### config.mk
export PLATFORM = sky130hd
export DESIGN_NAME = dff_write_arbiter
export DESIGN_NICKNAME = d
export VERILOG_FILES = /design/src/rtl/dff_write_arbiter_pkg.sv /design/src/rtl/dff_write_arbiter_bank.sv /design/src/rtl/dff_write_arbiter.sv
export SDC_FILE = /design/constraint.sdc
export NUM_CORES = 1
export LEC_CHECK = 0
export ABC_AREA = 1
export ABC_CLOCK_PERIOD_IN_PS = 4550
export CAP_MARGIN = 20
export CORE_MARGIN = 10
export CORE_UTILIZATION = 23
export CTS_BUF_LIST = sky130_fd_sc_hd__clkbuf_8
export CTS_CLUSTER_DIAMETER = 40
export DETAILED_ROUTE_END_ITERATION = 8
export GPL_TIMING_DRIVEN = 0
export SLEW_MARGIN = 10
export SYNTH_ARGS = -nofsm -noshare
export SYNTH_HDL_FRONTEND = slang
export SYNTH_SLANG_ARGS = --single-unit
### constraint.sdc
create_clock -name clk -period 4.55 [get_ports clk]
set_input_delay 0.91 -clock clk [delete_from_list [all_inputs] [get_ports clk]]
set_output_delay 0.91 -clock clk [all_outputs]
set_load 0.005 [all_outputs]
### src/rtl/dff_write_arbiter_pkg.sv
// ----------------------------------------------------------------------------
// Package: dff_arb_pkg
// Purpose: shared types and helpers for the round-robin write arbiter that
//          owns the shared register.
//          - arb_state_t : arbiter FSM states (free arbitration vs. locked owner)
//          - rr_pick     : round-robin search for the first active request
//          - onehot      : index to one-hot grant vector
// Helpers work on fixed maximum widths so callers with any NREQ up to
// MAX_NREQ can share them; callers zero-extend requests and truncate results.
// ----------------------------------------------------------------------------
package dff_arb_pkg;

    typedef enum logic {
        ARB_IDLE   = 1'b0,
        ARB_LOCKED = 1'b1
    } arb_state_t;

    localparam int MAX_NREQ = 32;
    localparam int MAX_IDW  = 5;

    typedef struct packed {
        logic                found;
        logic [MAX_IDW-1:0]  idx;
    } rr_pick_t;

    // Scan ptr, ptr+1, ... wrapping at n. ptr is always below n, so a single
    // conditional subtract replaces the modulo.
    function automatic rr_pick_t rr_pick(input logic [MAX_NREQ-1:0] req,
                                         input logic [MAX_IDW-1:0]  ptr,
                                         input int                  n);
        rr_pick_t r;
        int       cand;
        r.found = 1'b0;
        r.idx   = '0;
        for (int k = 0; k < MAX_NREQ; k++) begin
            if (k < n) begin
                cand = int'(ptr) + k;
                if (cand >= n) begin
                    cand = cand - n;
                end
                if (!r.found && req[cand]) begin
                    r.found = 1'b1;
                    r.idx   = MAX_IDW'(cand);
                end
            end
        end
        return r;
    endfunction

    function automatic logic [MAX_NREQ-1:0] onehot(input logic [MAX_IDW-1:0] idx);
        return MAX_NREQ'(1) << idx;
    endfunction

endpackage

### src/rtl/dff_write_arbiter_bank.sv
// ----------------------------------------------------------------------------
// Module: dff_bank
// Purpose: WIDTH-bit register of D flip-flops with load enable and a
//          synchronous active-low reset to RST_VAL.
// Ports:
//   clk  in   clock, updates on posedge
//   rst  in   synchronous reset, active-low
//   en   in   load d into the register this edge
//   d    in   WIDTH-bit next value
//   q    out  WIDTH-bit register contents
// ----------------------------------------------------------------------------
module dff_bank #(
    parameter int               WIDTH   = 8,
    parameter logic [WIDTH-1:0] RST_VAL = '0
) (
    input  logic             clk,
    input  logic             rst,
    input  logic             en,
    input  logic [WIDTH-1:0] d,
    output logic [WIDTH-1:0] q
);

    logic [WIDTH-1:0] q_d;
    logic [WIDTH-1:0] q_q;

    always_comb begin
        q_d = q_q;
        if (en) begin
            q_d = d;
        end
    end

    always_ff @(posedge clk) begin
        if (!rst) begin
            q_q <= RST_VAL;
        end else begin
            q_q <= q_d;
        end
    end

    assign q = q_q;

endmodule

### src/rtl/dff_write_arbiter.sv
// ----------------------------------------------------------------------------
// Module: dff_write_arbiter
// Purpose: round-robin arbiter sharing one WIDTH-bit register between NREQ
//          requesters. At most one write per cycle; the winner may lock the
//          register for back-to-back writes. All outputs are registered.
// Ports:
//   clk      in   clock, posedge
//   rst      in   synchronous reset, active-low
//   req      in   [NREQ]        per-requester write request, held until granted
//   lock     in   [NREQ]        per-requester lock hint, sampled with req
//   wdata    in   [NREQ*WIDTH]  requester i data at [i*WIDTH +: WIDTH]
//   gnt      out  [NREQ]        one-hot grant, high one cycle per accepted write
//   gnt_vld  out  OR of gnt
//   gnt_id   out  [IDW]         index of the last granted requester
//   locked   out  1 while the register is locked to an owner
//   q        out  [WIDTH]       shared register contents
// NREQ must not exceed dff_arb_pkg::MAX_NREQ.
// ----------------------------------------------------------------------------
module dff_write_arbiter
    import dff_arb_pkg::*;
#(
    parameter int               NREQ    = 4,
    parameter int               WIDTH   = 8,
    parameter logic [WIDTH-1:0] RST_VAL = '0,
    localparam int              IDW     = (NREQ > 1) ? $clog2(NREQ) : 1
) (
    input  logic                  clk,
    input  logic                  rst,
    input  logic [NREQ-1:0]       req,
    input  logic [NREQ-1:0]       lock,
    input  logic [NREQ*WIDTH-1:0] wdata,
    output logic [NREQ-1:0]       gnt,
    output logic                  gnt_vld,
    output logic [IDW-1:0]        gnt_id,
    output logic                  locked,
    output logic [WIDTH-1:0]      q
);

    arb_state_t       state_d,  state_q;
    logic [IDW-1:0]   ptr_d,    ptr_q;
    logic [IDW-1:0]   owner_d,  owner_q;
    logic [NREQ-1:0]  gnt_d,    gnt_q;
    logic [IDW-1:0]   gnt_id_d, gnt_id_q;

    rr_pick_t         pick;
    logic             grant_found;
    logic [IDW-1:0]   win;
    logic [WIDTH-1:0] win_data;

    assign pick = rr_pick(MAX_NREQ'(req), MAX_IDW'(ptr_q), NREQ);

    // A locked owner that keeps both req and lock asserted keeps the register
    // and the pointer stays put. Any other case falls back to round-robin in
    // the same cycle; ptr already sits at owner+1, so a releasing owner gets
    // lowest priority.
    always_comb begin
        state_d     = state_q;
        ptr_d       = ptr_q;
        owner_d     = owner_q;
        gnt_id_d    = gnt_id_q;
        grant_found = 1'b0;
        win         = '0;

        if (state_q == ARB_LOCKED && req[owner_q] && lock[owner_q]) begin
            grant_found = 1'b1;
            win         = owner_q;
        end else begin
            state_d = ARB_IDLE;
            if (pick.found) begin
                grant_found = 1'b1;
                win         = IDW'(pick.idx);
                ptr_d       = (win == IDW'(NREQ - 1)) ? '0 : win + IDW'(1);
                if (lock[win]) begin
                    state_d = ARB_LOCKED;
                    owner_d = win;
                end
            end
        end

        if (grant_found) begin
            gnt_id_d = win;
            gnt_d    = NREQ'(onehot(MAX_IDW'(win)));
        end else begin
            gnt_d    = '0;
        end
    end

    assign win_data = wdata[int'(win)*WIDTH +: WIDTH];

    always_ff @(posedge clk) begin
        if (!rst) begin
            state_q  <= ARB_IDLE;
            ptr_q    <= '0;
            owner_q  <= '0;
            gnt_q    <= '0;
            gnt_id_q <= '0;
        end else begin
            state_q  <= state_d;
            ptr_q    <= ptr_d;
            owner_q  <= owner_d;
            gnt_q    <= gnt_d;
            gnt_id_q <= gnt_id_d;
        end
    end

    dff_bank #(
        .WIDTH   (WIDTH),
        .RST_VAL (RST_VAL)
    ) u_bank (
        .clk (clk),
        .rst (rst),
        .en  (grant_found),
        .d   (win_data),
        .q   (q)
    );

    assign gnt     = gnt_q;
    assign gnt_vld = |gnt_q;
    assign gnt_id  = gnt_id_q;
    assign locked  = (state_q == ARB_LOCKED);

endmodule

==> metrics.txt <==
status=finished clean; Post-synth ARST share=0; Post-CTS Setup Inserts=0; Final Setup Violations=0; most instantiated library cell after synthesis=nand2_1; vias in the first global route=1511; footprint of the multi-input gates=887 um2; combinational share of power=0.762; Max Cap Viol=0; Area growth syn-to-layout=51.9%; Final Util=0.369; Final period util=0.633; Mapped Nets=257; Leakage=about 0.94 nW; cell area after placement=2020 um2; via count=1524; CP required=about 4800 ps; CTS tree=yes; share of post-route cells with drive strength above 1=0.121; H-tree Lvls=1; unrepaired setup endpoints after global routing=false; Final min period=2880 ps; IO Port Bufs=57; GRT Total Usage=0.0941; Slew Viols, Final=0; Final TNS setup=0 ps; TritonCTS buffer count=3; Clock power frac=0.071; Post-synth EDFFs=0; drt first pass iters=6; Die Width=96.9 um; post-synth cell types=26; slowest CP cell=clkdlybuf4s50_1; hold slack final=452 ps; num ports=58; crit path max fanout=10; final hold vios=0; antenna violations before repair=0; worst-skew pair later-pin latency=260 ps; Synth Instances=211; vias per cell=between 4 and 5; Max transition margin=0.680; # rows=27; sw frac=0.527; clock buffer depth=2; gpl congestion=0.831; Residual DRC=0; height of the chip=96.9 um; Reg clk slew, reported paths=70 ps; #FFs+latches synth=19; cell taking the most area after synthesis=dfxtp_1; Peak supply drop=0.320 mV; Reg area=380 um2; ranking of synthesized cells by area=dfxtp_1, nand3_1, nand2_1; Core Area=5610 um2; synthesized area per cell=6.45 um2; drt wl/cell=13.2 um; Root Buffer=clkbuf_8; Tightest Pin Transition=about 480 ps; Hold Crit Class=reg2reg; routed wire length=4550 um; most frequent cells after synthesis=nand2_1, nand3_1, dfxtp_1; crit end category=flip-flop; nets=319; die area=around 9400 um2; first-pass GRT wire length=7500 um; detailed placer's ending HPWL=3730 um; initial DRC count=54; top_reg_cell synth=dfxtp_1; Synth Cell Area=around 1400 um2; critical path class=in2reg; # fillers=611; skew final=3.86 ps; Worst path max stage delay=between 400 and 500 ps; total power density per cell area=813 nW/um2; sequential power share=0.168; gr ovfl total=0; Post-CTS Resized=0; largest net degree at the start of global routing=12; remaining antenna violation count=0; Yosys top cell area share=0.279; Startpoint Class=input pin; fmax=approximately 350 MHz; CP Cell Sequence=clkdlybuf4s50_1, nand3_1, nand3_1, nand3_2, inv_1, nand2_1, clkbuf_1, nand3_1, nand3_1, nand3_1, nand2_1; total internal power=0.795 mW; Synthesis Warnings=0; n_diodes=0; Seq/Total Area, Yosys=0.279; post-route cell area=between 2000 and 2500 um2; initial cell density of the core=0.243; WP data arrival=3080 ps; most frequent CP cell=nand3_1; Hold Buf Count CTS=0; CTS sink count=19; P_sw=0.887 mW
==> logic make-up after synthesis <==
family                   count (synthesis)  synth area share
buffers and inverters                   20            0.0689
adder cells (fa/ha/maj)                  4            0.0368
AND/OR/NAND/NOR                        160             0.581
flip-flops                              19             0.279
AO/OA/AOI/OAI                            8            0.0340
==> per-stage QoR <==
step                      total power [mW]  cells  setup WS, ps
after floorplan                       1.21    211          2290
final                                 1.68    344          1670
after detailed placement              1.57    340          1410
after CTS                             1.70    344          1670
after global placement                1.57    340          1430
after global routing                  1.87    344          1470
==> cell usage in the layout, fill, tap and decap left out, drive strengths merged <==
| cell | n |
|---|---|
| a21oi | 4 |
| nand3 | 61 |
| clkinv | 1 |
| nand4 | 4 |
| buf | 3 |
| dfxtp | 19 |
| clkbuf | 4 |
| clkdlybuf4s50 | 57 |
| a211oi | 1 |
| o21ai | 3 |
| inv | 16 |
| nand2 | 78 |
| nor4 | 1 |
| or4 | 1 |
| ha | 4 |
| nor2 | 15 |
==> critical path, delay by kind of cell <==
kind / cells / cell delay, ps
buffers and inverters: 3 / 1030
AND/OR/NAND/NOR: 8 / 1150
==> registers in the layout (all words and copies together) (netlist names) <==
register	count
gnt_id	2
ptr_q	2
gnt	4
u_bank.q	8
locked	1
owner_q	2
==> area by class of cell <==
type / instances / share of cell area
timing repair buffer: 57 / 0.276
buffer: 4 / 0.0151
multi-input combinational: 172 / 0.429
clock inverter: 1 / 0.00242
clock buffer: 3 / 0.0200
tap: 72 / 0.0436
sequential: 19 / 0.184
inverter: 16 / 0.0302
==> metal layers <==
layer / share of wire / wire [um] / track usage
met1: 0.42 / 1920 / 0.100
met2: 0.51 / 2340 / 0.172
met3: 0.052 / 237 / 0.0284
met4: 0.012 / 56 / 0.0282
met5: 0 / 0 / 0
==> path summary, 6_finish.rpt <==
| check | start | endpoint | slack [ps] | cells after the start |
|---|---|---|---|---|
| setup / recovery | req[3] | u_bank.q[1] | 1670 | 11 |
| hold / removal | u_bank.q[3] | u_bank.q[3] | 450 | 2 |
| setup reg to reg | ptr_q[0] | u_bank.q[5] | 1910 | 14 |
| hold reg to reg | u_bank.q[3] | u_bank.q[3] | 450 | 2 |
==> power groups by stage <==
stage	Combinational (mW)	Clock, mW	Sequential, mW
final	1.28	0.119	0.282
after global routing	1.45	0.130	0.290
after CTS	1.29	0.123	0.283
after detailed placement	1.29	0	0.286
after global placement	1.28	0	0.285
after floorplan	0.925	0	0.284
Power figures use the tool's default switching activity.
==> RTL change 1 (same settings) <==
`WIDTH` is set to 8 in 2 places; all go to 10.
--- a/src/rtl/dff_write_arbiter_bank.sv
+++ b/src/rtl/dff_write_arbiter_bank.sv
@@ -11,5 +11,5 @@
 // ----------------------------------------------------------------------------
 module dff_bank #(
-    parameter int               WIDTH   = 8,
+    parameter int               WIDTH   = 10,
     parameter logic [WIDTH-1:0] RST_VAL = '0
 ) (
--- a/src/rtl/dff_write_arbiter.sv
+++ b/src/rtl/dff_write_arbiter.sv
@@ -21,5 +21,5 @@
 #(
     parameter int               NREQ    = 4,
-    parameter int               WIDTH   = 8,
+    parameter int               WIDTH   = 10,
     parameter logic [WIDTH-1:0] RST_VAL = '0,
     localparam int              IDW     = (NREQ > 1) ? $clog2(NREQ) : 1
Ports: changed (resized q and wdata); port bits go from 58 to 68. The function was not compared with the original's and may differ.
==> RTL change 1 against the original RTL <==
- area after synthesis is 9.9% higher
- critical path depth rose by 4
- final cell count rose by 12%
- clock skew rose by 5.3 ps
- total power up 11%
- critical path type unchanged
- critical endpoint is now u_bank.q[3]
- routed wire length grew 15%
- via count grew 15%
- largest power group unchanged
- global-route usage grew 0.44 points
- worst setup slack better by 220 ps
- combinational power rose by 12%
- sequential cell count increased by 2
- design area up 12%
- count of clock-buffer cells in the layout is the same
==> RTL change 1: results (changes against the original RTL) <==
Worst path max stage delay=510 ps (+30 ps); Distinct cells, synth=25 (-3.8%); Setup WS pre-CTS=1600 ps (+191 ps); share of layout cells above drive strength 1=11.7% (-0.41 points); Max-cap violations=0 (unchanged); post-synthesis mux area share=0% (unchanged); Total GRT Usage=9.86% (+0.44 points); Final #Nets=362 (+13%); register area share after synthesis=28.1% (+0.15 points); DRT Pass-1 Iters=4 (-2); max reg flops=10 (+2); Detailed Route Iter0 Violations=86 (+59%); first-pass GRT wire length=8320 um (+11%); CP arrival=2820 ps (-260 ps); Reg2Reg Depth=16 (+2); R2R Setup Slk=2030 ps (+120 ps); worst skew pair latency=260 ps (about the same); Slew Limit Headroom=68.6% (+0.62 points); Compound-Gate Fraction of Synth Area=3.76% (+0.36 points); FFs w/ async S/R, synth=0% (unchanged); VDD IR max=297 uV (-7.1%); ranking of synthesized cells by area=dfxtp_1, nand3_1, nand2_1; f_max=376 MHz (+8.3%); outcome=complete, no violations; Port-buffer cells=67 (+18%); Crit Path Max Fanout=10 (unchanged); total negative slack=0 ps (unchanged); R2R Path End=u_bank.q[3]; post-synthesis xor/xnor area fraction=0% (unchanged); RePlAce Congestion=0.807 (-2.9%); drt wl/cell=13.7 um (+3.4%); syn_nets=290 (+13%); Clock transition at path regs=80 ps; largest net degree at the start of global routing=13 (+1); P_leak=1.06 nW (+13%); Max clock buf depth=2 (unchanged); Via Count=1758 (+15%); initial antenna violation count=0 (unchanged); Post-DP HPWL=4360 um (+17%); worst hold slack=456 ps (+3.74 ps); Filler Cells Inserted=668 (+9.3%); Post-synth top cells=nand2_1, nand3_1, dfxtp_1; #FFs+latches synth=21 (+2); clk_skew=9.11 ps (+5.25 ps); post-synthesis adder-cell area fraction=3.34% (-0.33 points)
==> RTL change 1: cell types whose count changed after synthesis, moves of 3 or more <==
cell	unedited run	this run
inv_1	10	14
nand3_1	59	70
nand2_1	68	73
buf_6	0	3
nor2_1	10	7
==> RTL change 1: tightest hold or removal path: cells and delay by family, from the launching register on <==
kind,cells,cell delay [ps]
flip-flops,1,320
AND/OR/NAND/NOR,2,100
==> RTL change 1: cell families after synthesis <==
group                      Yosys count
adders and majority gates            4
AOI/OAI and AO/OA                   10
and+or+nand+nor                    174
buffers and inverters               27
DFF                                 21
==> RTL change 1: worst min-delay path by stage <==
stage | startpoint | end
after floorplan | u_bank.q[9] | u_bank.q[9]
after global placement | u_bank.q[7] | u_bank.q[7]
after detailed placement | u_bank.q[5] | u_bank.q[5]
after CTS | u_bank.q[5] | u_bank.q[5]
after global routing | u_bank.q[7] | u_bank.q[7]
final | u_bank.q[9] | u_bank.q[9]
==> RTL change 1: per-layer routing <==
layer | vias to the layer above | wire length [um] | global-route usage (%)
met5 | - | 0 | 0
met4 | 0 | 77 | 2.61
met2 | 50 | 2600 | 17.7
met3 | 8 | 311 | 2.61
met1 | 774 | 2270 | 11.1
li1 | 926 | - | -
==> RTL change 1: where the power goes <==
group          internal, mW  switching, mW  total, mW
Clock                0.0609         0.0619      0.123
Sequential            0.264         0.0492      0.313
Combinational         0.571          0.857       1.43
Total                 0.896          0.968       1.86
==> RTL change 1: final cells by class <==
class                      instances  area (sq um)  share of cell area (%)
tap                               77          96.3                    4.17
multi-input combinational        188           941                    40.7
clock buffer                       3          41.3                    1.79
inverter                          18          67.6                    2.93
sequential                        21           420                    18.2
buffer                             9          67.6                    2.93
clock inverter                     1          5.00                   0.217
timing repair buffer              67           671                    29.0
==> RTL change 1: per-stage QoR <==
stage | util [%] | cell area, sq um | cells
6_report | 36.4 | 2310 | 384
5_1_grt | 36.4 | 2310 | 384
4_1_cts | 36.4 | 2310 | 384
3_5_place_dp | 35.6 | 2260 | 380
3_3_place_gp | 35.6 | 2260 | 380
2_1_floorplan | - | 1500 | 236
==> RTL change 2 (same settings) <==
Without the edit above. Make the reset (`rst`) asynchronous in 2 clocked blocks. Comments in the files are not updated.
--- a/src/rtl/dff_write_arbiter_bank.sv
+++ b/src/rtl/dff_write_arbiter_bank.sv
@@ -31,5 +31,5 @@
     end
 
-    always_ff @(posedge clk) begin
+    always_ff @(posedge clk or negedge rst) begin
         if (!rst) begin
             q_q <= RST_VAL;
--- a/src/rtl/dff_write_arbiter.sv
+++ b/src/rtl/dff_write_arbiter.sv
@@ -88,5 +88,5 @@
     assign win_data = wdata[int'(win)*WIDTH +: WIDTH];
 
-    always_ff @(posedge clk) begin
+    always_ff @(posedge clk or negedge rst) begin
         if (!rst) begin
             state_q  <= ARB_IDLE;
Function: differs if rst is asserted again (counterexample within 4 cycles, from zero or initial values and one cycle with rst low); with rst held inactive, the same outputs for 10 cycles.
==> RTL change 2 against the original RTL <==
- sequential power increased by 20%
- worst setup slack improved by 210 ps
- area after synthesis increased by 10%
- fmax increased by 8.0%
- design area increased by 7.0%
- sequential cell count unchanged
- combinational power increased by 24%
- routed wire length increased by 1.4%
- total power increased by 21%
- highest routed layer unchanged
==> RTL change 2: results (changes against the original RTL) <==
outcome=complete, no violations; VDD IR max=385 uV (+21%); Final #Nets=333 (+4.4%); Reg2Reg Depth=15 (+1); ranking of synthesized cells by area=dfrtp_1, nand2_1, nand3_1; antenna fix cells=0 (unchanged); Slew @ Worst Pin=828 ps (+348 ps); P_leak=1.10 nW (+17%); Filler Cells Inserted=676 (+11%); CP arrival=2810 ps (-270 ps); DRT Pass-1 Iters=4 (-2); FFs w/ async S/R, synth=100% (+100 points); clk root buf=clkbuf_8; clk_skew=5.89 ps (+2.03 ps); Worst Setup SP=req[2]; FF-to-FF Start=ptr_q[1]; Post-synth top cells=nand2_1, nand3_1, inv_1; post-synthesis adder-cell area fraction=3.34% (-0.34 points); RePlAce Congestion=0.734 (-12%); wirelength, routed=4620 um (+1.4%); CP Capture Point=u_bank.q[1]; Port-buffer cells=57 (unchanged); initial antenna violation count=0 (unchanged); syn_nets=271 (+5.4%); Distinct cells, synth=27 (+3.8%); post-synthesis xor/xnor area fraction=0% (unchanged); share of layout cells above drive strength 1=12.6% (+0.46 points); Total GRT Usage=9.03% (-0.39 points); Clock transition at path regs=80 ps; Via Count=1599 (+4.9%); largest net degree at the start of global routing=20 (+8); R2R Path End=u_bank.q[0]; first-pass GRT wire length=7700 um (+2.7%); register area share after synthesis=31.7% (+3.8 points); Post-synth top flop=dfrtp_1; postcts setup bufs=0 (unchanged); depth of the CTS H-tree=1 (unchanged); R2R Setup Slk=2100 ps (+190 ps); Post-DP HPWL=3760 um (+0.73%); Compound-Gate Fraction of Synth Area=2.59% (-0.82 points); Detailed Route Iter0 Violations=59 (+9.3%)
## RTL change 2: cell types whose count changed after synthesis, sizes merged, moves of 2 or more
cell	unedited run	this run
dfxtp	19	0
dfrtp	0	19
buf	3	5
inv	16	29
nand3	61	54
nand2	78	90
a21oi	4	1
nor2	15	10
## RTL change 2: cell families (layout without fill, tap and decap cells)
kind of cell	after synthesis	count (layout)
compound gates	6	6
fa+ha+maj	4	4
buf+inv	34	95
flops	19	19
simple gates	162	162
## RTL change 2: critical path, stage by stage
cell             delay [ps]
clkdlybuf4s50_1         560
nand2_1                  80
nand2_1                  60
nand3_1                  60
nand2_1                  60
nand2_1                 130
inv_2                   150
nand2_1                 250
nand2_2                 300
nand2_1                  80
nand3_1                  90
nand3_1                  70
## RTL change 2: how the worst min path moves through the flow
stage,slack (ps),endpoint,cells after the start,from
2_1_floorplan,470,gnt_id[1],2,gnt_id[1]
3_3_place_gp,460,gnt_id[1],2,gnt_id[1]
3_5_place_dp,470,gnt_id[1],2,gnt_id[1]
4_1_cts,490,gnt_id[1],2,gnt_id[1]
5_1_grt,530,gnt_id[1],2,gnt_id[1]
6_report,480,gnt_id[1],2,gnt_id[1]
## RTL change 2: per-stage QoR
stage | total power, mW | area, sq um | utilization, % | setup slack [ps] | std cells
2_1_floorplan | 1.46 | 1500 | - | 2420 | 225
3_3_place_gp | 1.92 | 2170 | 34.1 | 1620 | 359
3_5_place_dp | 1.94 | 2170 | 34.1 | 1590 | 359
4_1_cts | 2.06 | 2210 | 34.9 | 1870 | 363
5_1_grt | 2.29 | 2210 | 34.9 | 1670 | 363
6_report | 2.04 | 2210 | 34.9 | 1880 | 363
## RTL change 2: cell type report
cell class | count | share of cell area [%]
Buffer | 5 | 2.09
Clock buffer | 3 | 1.87
Clock inverter | 1 | 0.226
Inverter | 29 | 5.14
Multi-Input combinational cell | 172 | 39.1
Sequential cell | 19 | 21.5
Tap cell | 77 | 4.35
Timing Repair Buffer | 57 | 25.8
## RTL change 2: power breakdown
group | total, mW | switching (mW) | internal (mW)
registers | 0.337 | 0.0560 | 0.281
logic | 1.59 | 0.957 | 0.629
clock network | 0.118 | 0.0570 | 0.0608
## RTL change 2: layer usage
metal | track usage, % | part of all wire (%)
met2 | 15.2 | 48
met5 | 0 | 0
met3 | 2.81 | 8.3
met1 | 10.7 | 42
met4 | 2.61 | 0.82
